--- config.mk ---
export PLATFORM = sky130hd
export DESIGN_NAME = uart_rx_ctrl
export DESIGN_NICKNAME = d
export VERILOG_FILES = /design/src/rtl/uart_rx_ctrl.sv
export SDC_FILE = /design/constraint.sdc
export NUM_CORES = 1
export LEC_CHECK = 0
export BUFFER_PORTS_ARGS = -buffer_cell sky130_fd_sc_hd__buf_2
export CORE_ASPECT_RATIO = 1.75
export CORE_MARGIN = 4
export CORE_UTILIZATION = 55
export CTS_CLUSTER_SIZE = 28
export DETAILED_ROUTE_END_ITERATION = 10
export PLACE_DENSITY = 0.79
export SLEW_MARGIN = 25
export SYNTH_ARGS = -nofsm -noshare
export SYNTH_HDL_FRONTEND = slang
export SYNTH_SLANG_ARGS = --single-unit
--- constraint.sdc ---
create_clock -name clk -period 4.6 [get_ports clk]
set_input_delay 0.92 -clock clk [delete_from_list [all_inputs] [get_ports clk]]
set_output_delay 0.92 -clock clk [all_outputs]
set_load 0.05 [all_outputs]
--- src/rtl/uart_rx_ctrl.sv ---
// uart_rx_ctrl: sequences the UART receiver core (ack handshake), buffers
// received bytes in a show-ahead FIFO for the host, and raises one host
// interrupt for FIFO threshold, idle timeout or overrun.
module uart_rx_ctrl #(
  parameter int unsigned DEPTH       = 8,
  parameter int unsigned AW          = 3,
  parameter logic [31:0] DEFAULT_DIV = 32'd868
) (
  input  logic          clk,
  input  logic          rst,
  input  logic          cfg_we,
  input  logic [31:0]   cfg_div,
  input  logic          rx_enable,
  input  logic [AW:0]   thresh,
  input  logic [31:0]   timeout_cyc,
  input  logic          ovr_clr,
  input  logic          pop,
  output logic [31:0]   clk_div,
  output logic          urx_irq_en,
  input  logic          urx_irq,
  input  logic [7:0]    urx_data,
  output logic          urx_read,
  output logic [7:0]    rd_data,
  output logic          rd_valid,
  output logic [AW:0]   level,
  output logic          overrun,
  output logic          irq
);

  localparam logic [AW:0]   FULL_LVL = (AW + 1)'(DEPTH);
  localparam logic [AW:0]   LVL_ONE  = (AW + 1)'(1);
  localparam logic [AW-1:0] PTR_ONE  = AW'(1);

  typedef enum logic {
    IDLE,
    DRAIN
  } state_e;

  state_e        state_q, state_d;

  logic [31:0]   clk_div_q, clk_div_d;
  logic          irq_en_q, irq_en_d;

  logic [7:0]    mem_q [DEPTH];
  logic [7:0]    mem_d [DEPTH];
  logic [AW-1:0] wr_ptr_q, wr_ptr_d;
  logic [AW-1:0] rd_ptr_q, rd_ptr_d;
  logic [AW:0]   count_q, count_d;

  logic          overrun_q, overrun_d;
  logic [31:0]   timer_q, timer_d;
  logic          irq_q, irq_d;

  logic          ack;
  logic          fifo_empty;
  logic          fifo_full;
  logic          do_push;
  logic          do_pop;
  logic          drop;
  logic          activity;
  logic          thr_hit;
  logic          tmo_flag;

  // ---------------------------------------------------------------------------
  // Handshake FSM with the receiver core
  // ---------------------------------------------------------------------------

  // FSM state register
  always_ff @(posedge clk) begin
    if (rst) begin
      state_q <= IDLE;
    end else begin
      state_q <= state_d;
    end
  end

  // FSM next state: one ack per byte, then wait for the core to drop its irq
  always_comb begin
    state_d = state_q;
    unique case (state_q)
      IDLE: begin
        if (urx_irq && irq_en_q) begin
          state_d = DRAIN;
        end
      end
      DRAIN: begin
        if (!urx_irq) begin
          state_d = IDLE;
        end
      end
      default: state_d = IDLE;
    endcase
  end

  // FSM outputs: the ack strobe doubles as the FIFO push request
  always_comb begin
    ack = 1'b0;
    unique case (state_q)
      IDLE:    ack = urx_irq && irq_en_q;
      DRAIN:   ack = 1'b0;
      default: ack = 1'b0;
    endcase
  end

  // ---------------------------------------------------------------------------
  // Receiver configuration
  // ---------------------------------------------------------------------------

  // Next divisor and irq enable
  always_comb begin
    clk_div_d = clk_div_q;
    if (cfg_we) begin
      clk_div_d = cfg_div;
    end
    irq_en_d = rx_enable;
  end

  // Configuration registers
  always_ff @(posedge clk) begin
    if (rst) begin
      clk_div_q <= DEFAULT_DIV;
      irq_en_q  <= 1'b0;
    end else begin
      clk_div_q <= clk_div_d;
      irq_en_q  <= irq_en_d;
    end
  end

  // ---------------------------------------------------------------------------
  // Show-ahead FIFO
  // ---------------------------------------------------------------------------

  // Push/pop qualification; a full FIFO still accepts when a pop frees a slot
  always_comb begin
    fifo_empty = (count_q == '0);
    fifo_full  = (count_q == FULL_LVL);
    do_pop     = pop && !fifo_empty;
    do_push    = ack && (!fifo_full || do_pop);
    drop       = ack && fifo_full && !do_pop;
    activity   = do_push || do_pop;
  end

  // Next pointers, occupancy and memory contents
  always_comb begin
    wr_ptr_d = wr_ptr_q;
    rd_ptr_d = rd_ptr_q;
    count_d  = count_q;
    mem_d    = mem_q;
    if (do_push) begin
      mem_d[wr_ptr_q] = urx_data;
      wr_ptr_d        = wr_ptr_q + PTR_ONE;
    end
    if (do_pop) begin
      rd_ptr_d = rd_ptr_q + PTR_ONE;
    end
    unique case ({do_push, do_pop})
      2'b10:   count_d = count_q + LVL_ONE;
      2'b01:   count_d = count_q - LVL_ONE;
      default: count_d = count_q;
    endcase
  end

  // FIFO pointer and occupancy registers; reset discards contents
  always_ff @(posedge clk) begin
    if (rst) begin
      wr_ptr_q <= '0;
      rd_ptr_q <= '0;
      count_q  <= '0;
    end else begin
      wr_ptr_q <= wr_ptr_d;
      rd_ptr_q <= rd_ptr_d;
      count_q  <= count_d;
    end
  end

  // FIFO storage; contents are don't-care while the pointers say empty
  always_ff @(posedge clk) begin
    mem_q <= mem_d;
  end

  // ---------------------------------------------------------------------------
  // Overrun, idle timer and host interrupt
  // ---------------------------------------------------------------------------

  // Sticky overrun: a drop wins over a simultaneous clear
  always_comb begin
    overrun_d = overrun_q;
    if (drop) begin
      overrun_d = 1'b1;
    end else if (ovr_clr) begin
      overrun_d = 1'b0;
    end
  end

  // Idle timer: restarts on any FIFO activity or when empty, saturates
  always_comb begin
    timer_d = timer_q;
    if (activity || fifo_empty) begin
      timer_d = '0;
    end else if (timer_q != '1) begin
      timer_d = timer_q + 32'd1;
    end
  end

  // Interrupt sources from current-cycle state
  always_comb begin
    thr_hit  = (thresh != '0) && (count_q >= thresh);
    tmo_flag = (timeout_cyc != '0) && (timer_q >= timeout_cyc) &&
               !activity && !fifo_empty;
    irq_d    = thr_hit || tmo_flag || overrun_q;
  end

  // Status registers
  always_ff @(posedge clk) begin
    if (rst) begin
      overrun_q <= 1'b0;
      timer_q   <= '0;
      irq_q     <= 1'b0;
    end else begin
      overrun_q <= overrun_d;
      timer_q   <= timer_d;
      irq_q     <= irq_d;
    end
  end

  // Output drive
  always_comb begin
    clk_div    = clk_div_q;
    urx_irq_en = irq_en_q;
    urx_read   = ack;
    rd_data    = mem_q[rd_ptr_q];
    rd_valid   = !fifo_empty;
    level      = count_q;
    overrun    = overrun_q;
    irq        = irq_q;
  end

endmodule

==> results of run 1 <==
## flip-flops by register name (all words and copies together) (netlist names)
name and count:
mem_q 64, wr_ptr_q 3, urx_irq_en 1, state_q 1, irq 1, rd_ptr_q 3
clk_div 32, timer_q 32, level 4, overrun 1
## worst min-delay path: stages, from the launching register on
cell	delay, ns
dfxtp_1	0.32
mux2i_1	0.06
nand2_1	0.06
## per-layer routing
metal | GRT usage | wire (um)
met1 | 0.231 | 5530
met2 | 0.416 | 8630
met3 | 0.0406 | 400
met4 | 0.101 | 434
met5 | 0 | 0
## power by group through the flow
| stage | Combinational (mW) | Sequential [mW] | Clock (mW) |
|---|---|---|---|
| floorplan | 0.534 | 1.54 | 0 |
| CTS | 0.802 | 1.46 | 1.42 |
| detailed placement | 0.796 | 1.48 | 0 |
| global placement | 0.768 | 1.48 | 0 |
| global route | 0.857 | 1.47 | 1.48 |
| finish | 0.795 | 1.46 | 1.39 |
## worst paths after layout
path,startpoint,end,slack (ns),cells after the start
worst min-delay path,clk_div[2],clk_div[2],0.47,2
worst max-delay path,rd_ptr_q[0],rd_data[1],1.48,3
worst max register to register,level[0],level[3],1.77,11
worst min register to register,clk_div[2],clk_div[2],0.47,2
## cell families after synthesis
kind of cell | count (synthesis) | share of synthesized area
buf+inv | 61 | 0.0346
xor+xnor | 27 | 0.0353
mux | 58 | 0.118
compound gates | 58 | 0.0581
simple gates | 196 | 0.150
fa+ha+maj | 44 | 0.0833
flops | 142 | 0.520
## cells in the mapped netlist, drive strengths merged
| library cell | n |
|---|---|
| o41ai | 1 |
| edfxtp | 64 |
| mux2i | 34 |
| fa | 1 |
| nand3 | 14 |
| inv | 45 |
| nor4 | 13 |
| and2 | 1 |
| mux2 | 8 |
| nor3 | 19 |
| a211o | 2 |
| nor2b | 3 |
| and3 | 3 |
| o21bai | 2 |
| nor4b | 1 |
| or3 | 7 |
| nand2b | 7 |
| a221oi | 1 |
| nand2 | 31 |
| o211a | 2 |
| a41oi | 3 |
| xnor2 | 20 |
| nand4 | 12 |
| o211ai | 2 |
| dfxtp | 78 |
| a21o | 7 |
| xor2 | 7 |
| clkbuf | 9 |
| buf | 7 |
| nor3b | 3 |
| mux4 | 16 |
| o21ai | 9 |
| a21oi | 22 |
| ha | 43 |
| nor2 | 74 |
| a211oi | 4 |
| a31oi | 2 |
| o2bb2ai | 1 |
| and4 | 7 |
| or4 | 1 |
## stage by stage
stage               instance area (sq um)  hold slack (ns)  utilization
global placement                     7530            0.452        0.628
finish                               8140            0.474        0.678
global route                         8140            0.518        0.678
floorplan                            6700            0.477            -
detailed placement                   7530            0.461        0.628
CTS                                  8140            0.478        0.678
## area by class of cell
class | count | area share
Inverter | 45 | 0.0208
Clock inverter | 14 | 0.0212
Sequential cell | 142 | 0.428
Multi-Input combinational cell | 383 | 0.366
Timing Repair Buffer | 136 | 0.0852
Tap cell | 165 | 0.0254
Clock buffer | 18 | 0.0529
==> results.yml, run 1 <==
layout:
  antennaDiodeCount: 0
  multi_input_area_sq_um: 2980
  drive_above_1_share: 0.276
  final_common_cell: "buf_2"
  seqCellArea_sq_um: 3480
  area_delta_synth_final_pct: 21.5
  layout_common_cells: "buf_2 (131), dfxtp_1 (77), nor2_1 (73)"
  fillers: 924
  nets: 852
  final_cell_count_no_fill: 903
synth:
  synthesis.nets: 713
  synthCells: 586
  ys_types: 51
  synth_area_sq_um: 6700
  synth_top_area_share: 0.287
  ys_top_cells_by_area: "edfxtp_1 (29%), dfxtp_1 (23%), ha_1 (8.0%), mux4_2 (5.4%), mux2i_1 (5.1%)"
  yosys_warnings: 0
  yosysTopAreaCell: "edfxtp_1"
  syn_avg_cell_area_sq_um: 11.4
  ys_seq_area_frac: 0.520
  ys_seq_elements: 142
clocking:
  cts_buffer_depth: 2
  htree_levels: 4
  post_cts_resized: 0
  clockRootBuffer: "clkbuf_16"
  clk_latency_ns: 0.41
  post-cts-setup-buffers: 0
  cts.sinks: 142
  cts_tree: "yes"
  clk_pin_slew_worst_paths_ns: 0.06
  holdBufCountCts: 0
  numCtsBuffers: 17
floorplan:
  rows: 53
  die_area_sq_um: 14100
  die_w_um: 91.4
  core_area_sq_um: 12000
  ioPinCount: 132
  die_h_um: 154
  start_util: 0.558
pwr:
  clock_power_share: 0.382
  combPwrFrac: 0.218
  power.total_mw: 3.64
  swShare: 0.315
  powerDensity_nw_per_um2: 448
  p_leak_nw: 3.47
  ir_drop_v: 0.000259
  p_int_mw: 2.50
  p_seq_frac: 0.400
  switchingPower_mw: 1.15
sta:
  final.setup.worst_slack_ns: 1.48
  rsz0062_at_grt: "false"
  drv_slew: 0
  max_slew_margin: 0.383
  worstMarginPinSlew_ns: 0.925
  fin_crit_ns: 3.12
  finClkSkew_ns: 0.0135
  finalHoldViolCount: 0
  tns_ns: 0
  timing.fmax_mhz: 320
  period_share: 0.679
  setup_viol: 0
worst_setup_path:
  crit_slowest_cell: "dfxtp_2"
  critPathKind: "flop to primary output"
  crit_required_ns: 3.68
  arrival_ns: 2.20
  worst-path-buf-inv: 1
  critPathTopFamily: "multiplexers"
  cp_slowest_stage_delay_ns: 0.71
  crit_fanout: 17
  start_kind: "flop"
  worstPathCellList: "mux4_2 -> mux2_2 -> buf_2"
  cp-end-kind: "primary output"
global_routing:
  grt_max_degree: 41
  grt.overflow.total: 0
  grt_pass1_wl_mm: 24.5
  first_global_vias: 5083
  antenna_found_initial: 0
  grt_usage: 0.221
drt:
  drt-total-wl_mm: 15.0
  vias: 4926
  wl_per_cell_um: 16.6
  drc: 0
  ant_nets: 0
  vias_per_cell: 5.46
  drtIter0Drc: 170
  drtPass1Iterations: 4
placement:
  post-place-ws_ns: 1.21
  place_congestion: 0.891
  port_buffers: 131
  place_inst: 871
  dp_hpwl_mm: 11.4
hold_path:
  hp-class: "flop to flop"
run:
  cap_violations: 0
outcome:
  status: "completed"
Note: power is estimated with default switching activity, not from simulation.
==> run 2: changes to the inputs <==
--- a/config.mk
+++ b/config.mk
@@ -8,10 +8,10 @@
 export BUFFER_PORTS_ARGS = -buffer_cell sky130_fd_sc_hd__buf_2
 export CORE_ASPECT_RATIO = 1.75
 export CORE_MARGIN = 4
-export CORE_UTILIZATION = 55
+export CORE_UTILIZATION = 50
 export CTS_CLUSTER_SIZE = 28
 export DETAILED_ROUTE_END_ITERATION = 10
-export PLACE_DENSITY = 0.79
+export PLACE_DENSITY = 0.75
 export SLEW_MARGIN = 25
 export SYNTH_ARGS = -nofsm -noshare
 export SYNTH_HDL_FRONTEND = slang
==> constraint.sdc (replaced) <==
create_clock -name clk -period 2.7 [get_ports clk]
set_input_delay 0.54 -clock clk [delete_from_list [all_inputs] [get_ports clk]]
set_output_delay 0.54 -clock clk [all_outputs]
set_load 0.05 [all_outputs]
==> results.yml, run 2 (synthesis gave the netlist of run 1 again) <==
layout:
  regMostFlops: "mem_q"
  antennaDiodeCount: 0
  nets: 862
  layout_common_cells: "buf_2 (131), dfxtp_1 (75), nor2_1 (73)"
  final_common_cell: "buf_2"
  largest_reg_flops: 64
  stdcell_area_sq_um: 8210
  drive_above_1_share: 0.291
  area_delta_synth_final_pct: 22.7
global_routing:
  grt.overflow.total: 0
  grt_max_degree: 40
  met2_usage: 0.384
  grt_usage: 0.209
  use_met3: 0.0461
  grt_pass1_wl_mm: 24.9
  grt_use_met1: 0.216
  busiest_layer: "met2"
  first_global_vias: 5180
  antenna_found_initial: 0
hold_path:
  hp-class: "primary input to flop"
  hold_path_depth: 3
floorplan:
  core_area_sq_um: 13000
  die_w_um: 95.5
  ioPinCount: 132
  rows: 55
  die_h_um: 161
  die_area_sq_um: 15400
  start_util: 0.515
sta:
  finalHoldViolCount: 0
  timing.fmax_mhz: 398
  drv_slew: 0
  rsz0062_at_grt: "false"
  tns_ns: 0
  fin_hold_ws_ns: 0.348
  worstMarginPinSlew_ns: 0.944
  max_slew_margin: 0.370
  period_share: 0.931
  final.setup.worst_slack_ns: 0.186
  finClkSkew_ns: 0.00901
  fin_crit_ns: 2.51
  setup_viol: 0
clocking:
  clk_latency_ns: 0.41
  numCtsBuffers: 17
  holdBufCountCts: 0
  htree_levels: 4
  cts.sinks: 142
  post-cts-setup-buffers: 0
  cts_buffer_depth: 2
  clk_pin_slew_worst_paths_ns: 0.06
  post_cts_resized: 0
  clockRootBuffer: "clkbuf_16"
  cts_tree: "yes"
placement:
  place_congestion: 0.861
  dp_hpwl_mm: 12.0
  post-place-ws_ns: 0.101
  port_buffers: 131
  postPlaceCellArea_sq_um: 7640
drt:
  drtPass1Iterations: 5
  drtIter0Drc: 179
  drt-total-wl_mm: 15.4
  drc: 0
  vias: 4946
  wl_per_cell_um: 16.7
  vias_per_cell: 5.38
  ant_nets: 0
worst_setup_path:
  arrival_ns: 1.97
  start_kind: "flop"
  critPathKind: "flop to primary output"
  crit_required_ns: 2.16
  cp-end-kind: "primary output"
  crit_fanout: 18
  rr_worst_depth: 11
pwr:
  powerDensity_nw_per_um2: 749
  power.total_mw: 6.15
  ir_drop_v: 0.000471
  p_leak_nw: 3.51
outcome:
  status: "completed"
run:
  cap_violations: 0
run 2: worst max-delay path: stages, from the launching register on:
cell and delay [ns]:
dfxtp_1 0.35, buf_12 0.20, mux4_2 0.53, mux2_2 0.27, buf_2 0.21
run 2: final timing paths:
check / endpoint / from / slack, ns
worst min-delay path: clk_div[6] / cfg_div[6] / 0.35
worst min register to register: clk_div[2] / clk_div[2] / 0.48
worst max-delay path: rd_data[1] / rd_ptr_q[0] / 0.19
worst max register to register: level[3] / level[2] / 0.20
run 2: metal layers:
layer	vias up	share of wire
li1	2434	-
met5	-	0
met2	128	0.57
met1	2344	0.36
met4	0	0.039
met3	40	0.036
run 2: where the power goes:
group          internal [mW]  switching [mW]
logic                  0.569           0.922
clock network           1.30           0.956
registers               2.33          0.0759
total                   4.20            1.95
run 2: cell type report:
type,count,area [sq um]
fill,1024,4790
sequential,142,3490
multi-input combinational,383,2990
timing repair buffer,146,781
clock buffer,17,425
tap,171,214
inverter,45,169
clock inverter,15,149
run 2: through the flow:
stage / util / std cells
6_report: 0.632 / 919
4_1_cts: 0.632 / 919
5_1_grt: 0.632 / 919
3_3_place_gp: 0.587 / 887
3_5_place_dp: 0.587 / 887
2_1_floorplan: - / 586
==> run 3: changes to the inputs <==
--- a/config.mk
+++ b/config.mk
@@ -7,7 +7,7 @@
 export LEC_CHECK = 0
 export BUFFER_PORTS_ARGS = -buffer_cell sky130_fd_sc_hd__buf_2
 export CORE_ASPECT_RATIO = 1.75
-export CORE_MARGIN = 4
+export CORE_MARGIN = 1.5
 export CORE_UTILIZATION = 50
 export CTS_CLUSTER_SIZE = 28
 export DETAILED_ROUTE_END_ITERATION = 10
==> results.yml, run 3 (synthesis gave the netlist of run 1 again) <==
layout:
  stdcell_area_sq_um: 8190
  area_delta_synth_final_pct: 22.3
  postLayoutCoreUtil: 0.629
  largest_reg_flops: 64
  layout_common_cells: "buf_2 (131), dfxtp_1 (75), nor2_1 (73)"
  nets: 861
  final_common_cell: "buf_2"
  final_cell_count_no_fill: 919
  drive_above_1_share: 0.293
  regMostFlops: "mem_q"
global_routing:
  grt_pass1_wl_mm: 24.5
  first_global_vias: 5115
  grt_max_degree: 40
  grt.overflow.total: 0
  antenna_found_initial: 0
  grt_usage: 0.221
drt:
  wl_met2_mm: 8.41
  drt-total-wl_mm: 15.1
  ant_nets: 0
  met1Wirelength_mm: 5.68
  vias: 4990
  wl_per_cell_um: 16.4
  vias_per_cell: 5.43
  drtPass1Iterations: 4
  route.met3.wl_um: 566
  drc: 0
  top_layer: "met4"
  drtIter0Drc: 166
pwr:
  swShare: 0.316
  power.total_mw: 6.04
  p_seq_frac: 0.400
  powerDensity_nw_per_um2: 738
  combPwrFrac: 0.245
  p_leak_nw: 3.50
  ir_drop_v: 0.000539
  p_int_mw: 4.13
  switchingPower_mw: 1.91
  clock_power_share: 0.356
clocking:
  numCtsBuffers: 17
  htree_levels: 4
  cts.sinks: 142
  clk_pin_slew_worst_paths_ns: 0.06
  clk_latency_ns: 0.41
  clockRootBuffer: "clkbuf_16"
  cts_tree: "yes"
  cts_buffer_depth: 2
worst_setup_path:
  crit_fanout: 16
  crit_required_ns: 2.16
  critPathKind: "flop to primary output"
  arrival_ns: 2.08
  start_kind: "flop"
  cp-end-kind: "primary output"
placement:
  place_congestion: 0.847
  port_buffers: 131
  postPlaceCellArea_sq_um: 7630
  place_inst: 886
  dp_hpwl_mm: 11.5
floorplan:
  core_area_sq_um: 13000
  die_area_sq_um: 14100
  rows: 55
  ioPinCount: 132
  start_util: 0.515
  die_w_um: 90.5
  die_h_um: 156
sta:
  finClkSkew_ns: 0.00996
  max_slew_margin: 0.399
  rsz0062_at_grt: "false"
  period_share: 0.970
  fin_crit_ns: 2.62
  fin_hold_ws_ns: 0.342
  setup_viol: 0
  drv_slew: 0
  finalHoldViolCount: 0
  timing.fmax_mhz: 382
  worstMarginPinSlew_ns: 0.901
hold_path:
  hp-class: "primary input to flop"
run:
  cap_violations: 0
outcome:
  status: "completed"
-- run 3: what timing repair did --
action                     4_1_cts  5_1_grt
hold endpoints to repair         0        0
resized for setup                0        2
setup endpoints to repair        0        1
hold buffers                     0        0
buffers inserted                 0        0
-- run 3: path summary, 6_finish.rpt --
kind,cells after the start,startpoint,slack [ns],end
setup reg to reg,11,level[2],0.16,level[3]
hold reg to reg,2,clk_div[8],0.47,clk_div[8]
setup / recovery,4,rd_ptr_q[0],0.08,rd_data[2]
hold / removal,3,cfg_div[8],0.34,clk_div[8]
-- run 3: per-layer routing --
metal,GRT usage,vias to the layer above
li1,-,2426
met1,0.231,2404
met2,0.416,129
met3,0.0512,31
met4,0.0945,0
met5,0,-
-- run 3: critical path: stages, from the launching register on --
cell	delay, ns
dfxtp_1	0.42
buf_12	0.21
mux4_2	0.52
mux2_2	0.29
buf_2	0.21
-- run 3: area by class of cell --
class                   instances  area (sq um)
inverters                      45           169
diodes                          1          2.50
clock buffers                  21           463
fillers                      1024          4820
clock inverters                11          81.3
multi-input cells             383          3000
well taps                     171           214
flip-flops and latches        142          3490
repair buffers                145           773
-- run 3: through the flow --
stage          setup TNS, ns  setup WS (ns)
3_3_place_gp               0         0.0674
6_report                   0         0.0820
2_1_floorplan              0         0.0320
5_1_grt                    0         0.0216
3_5_place_dp         -0.0358        -0.0358
4_1_cts                    0         0.0641
-- run 3: power groups by stage --
stage	Sequential, mW	Clock [mW]	Combinational, mW
3_3_place_gp	2.45	0	1.44
5_1_grt	2.42	2.28	1.60
3_5_place_dp	2.46	0	1.48
2_1_floorplan	2.62	0	0.924
6_report	2.41	2.15	1.48
4_1_cts	2.41	2.18	1.49
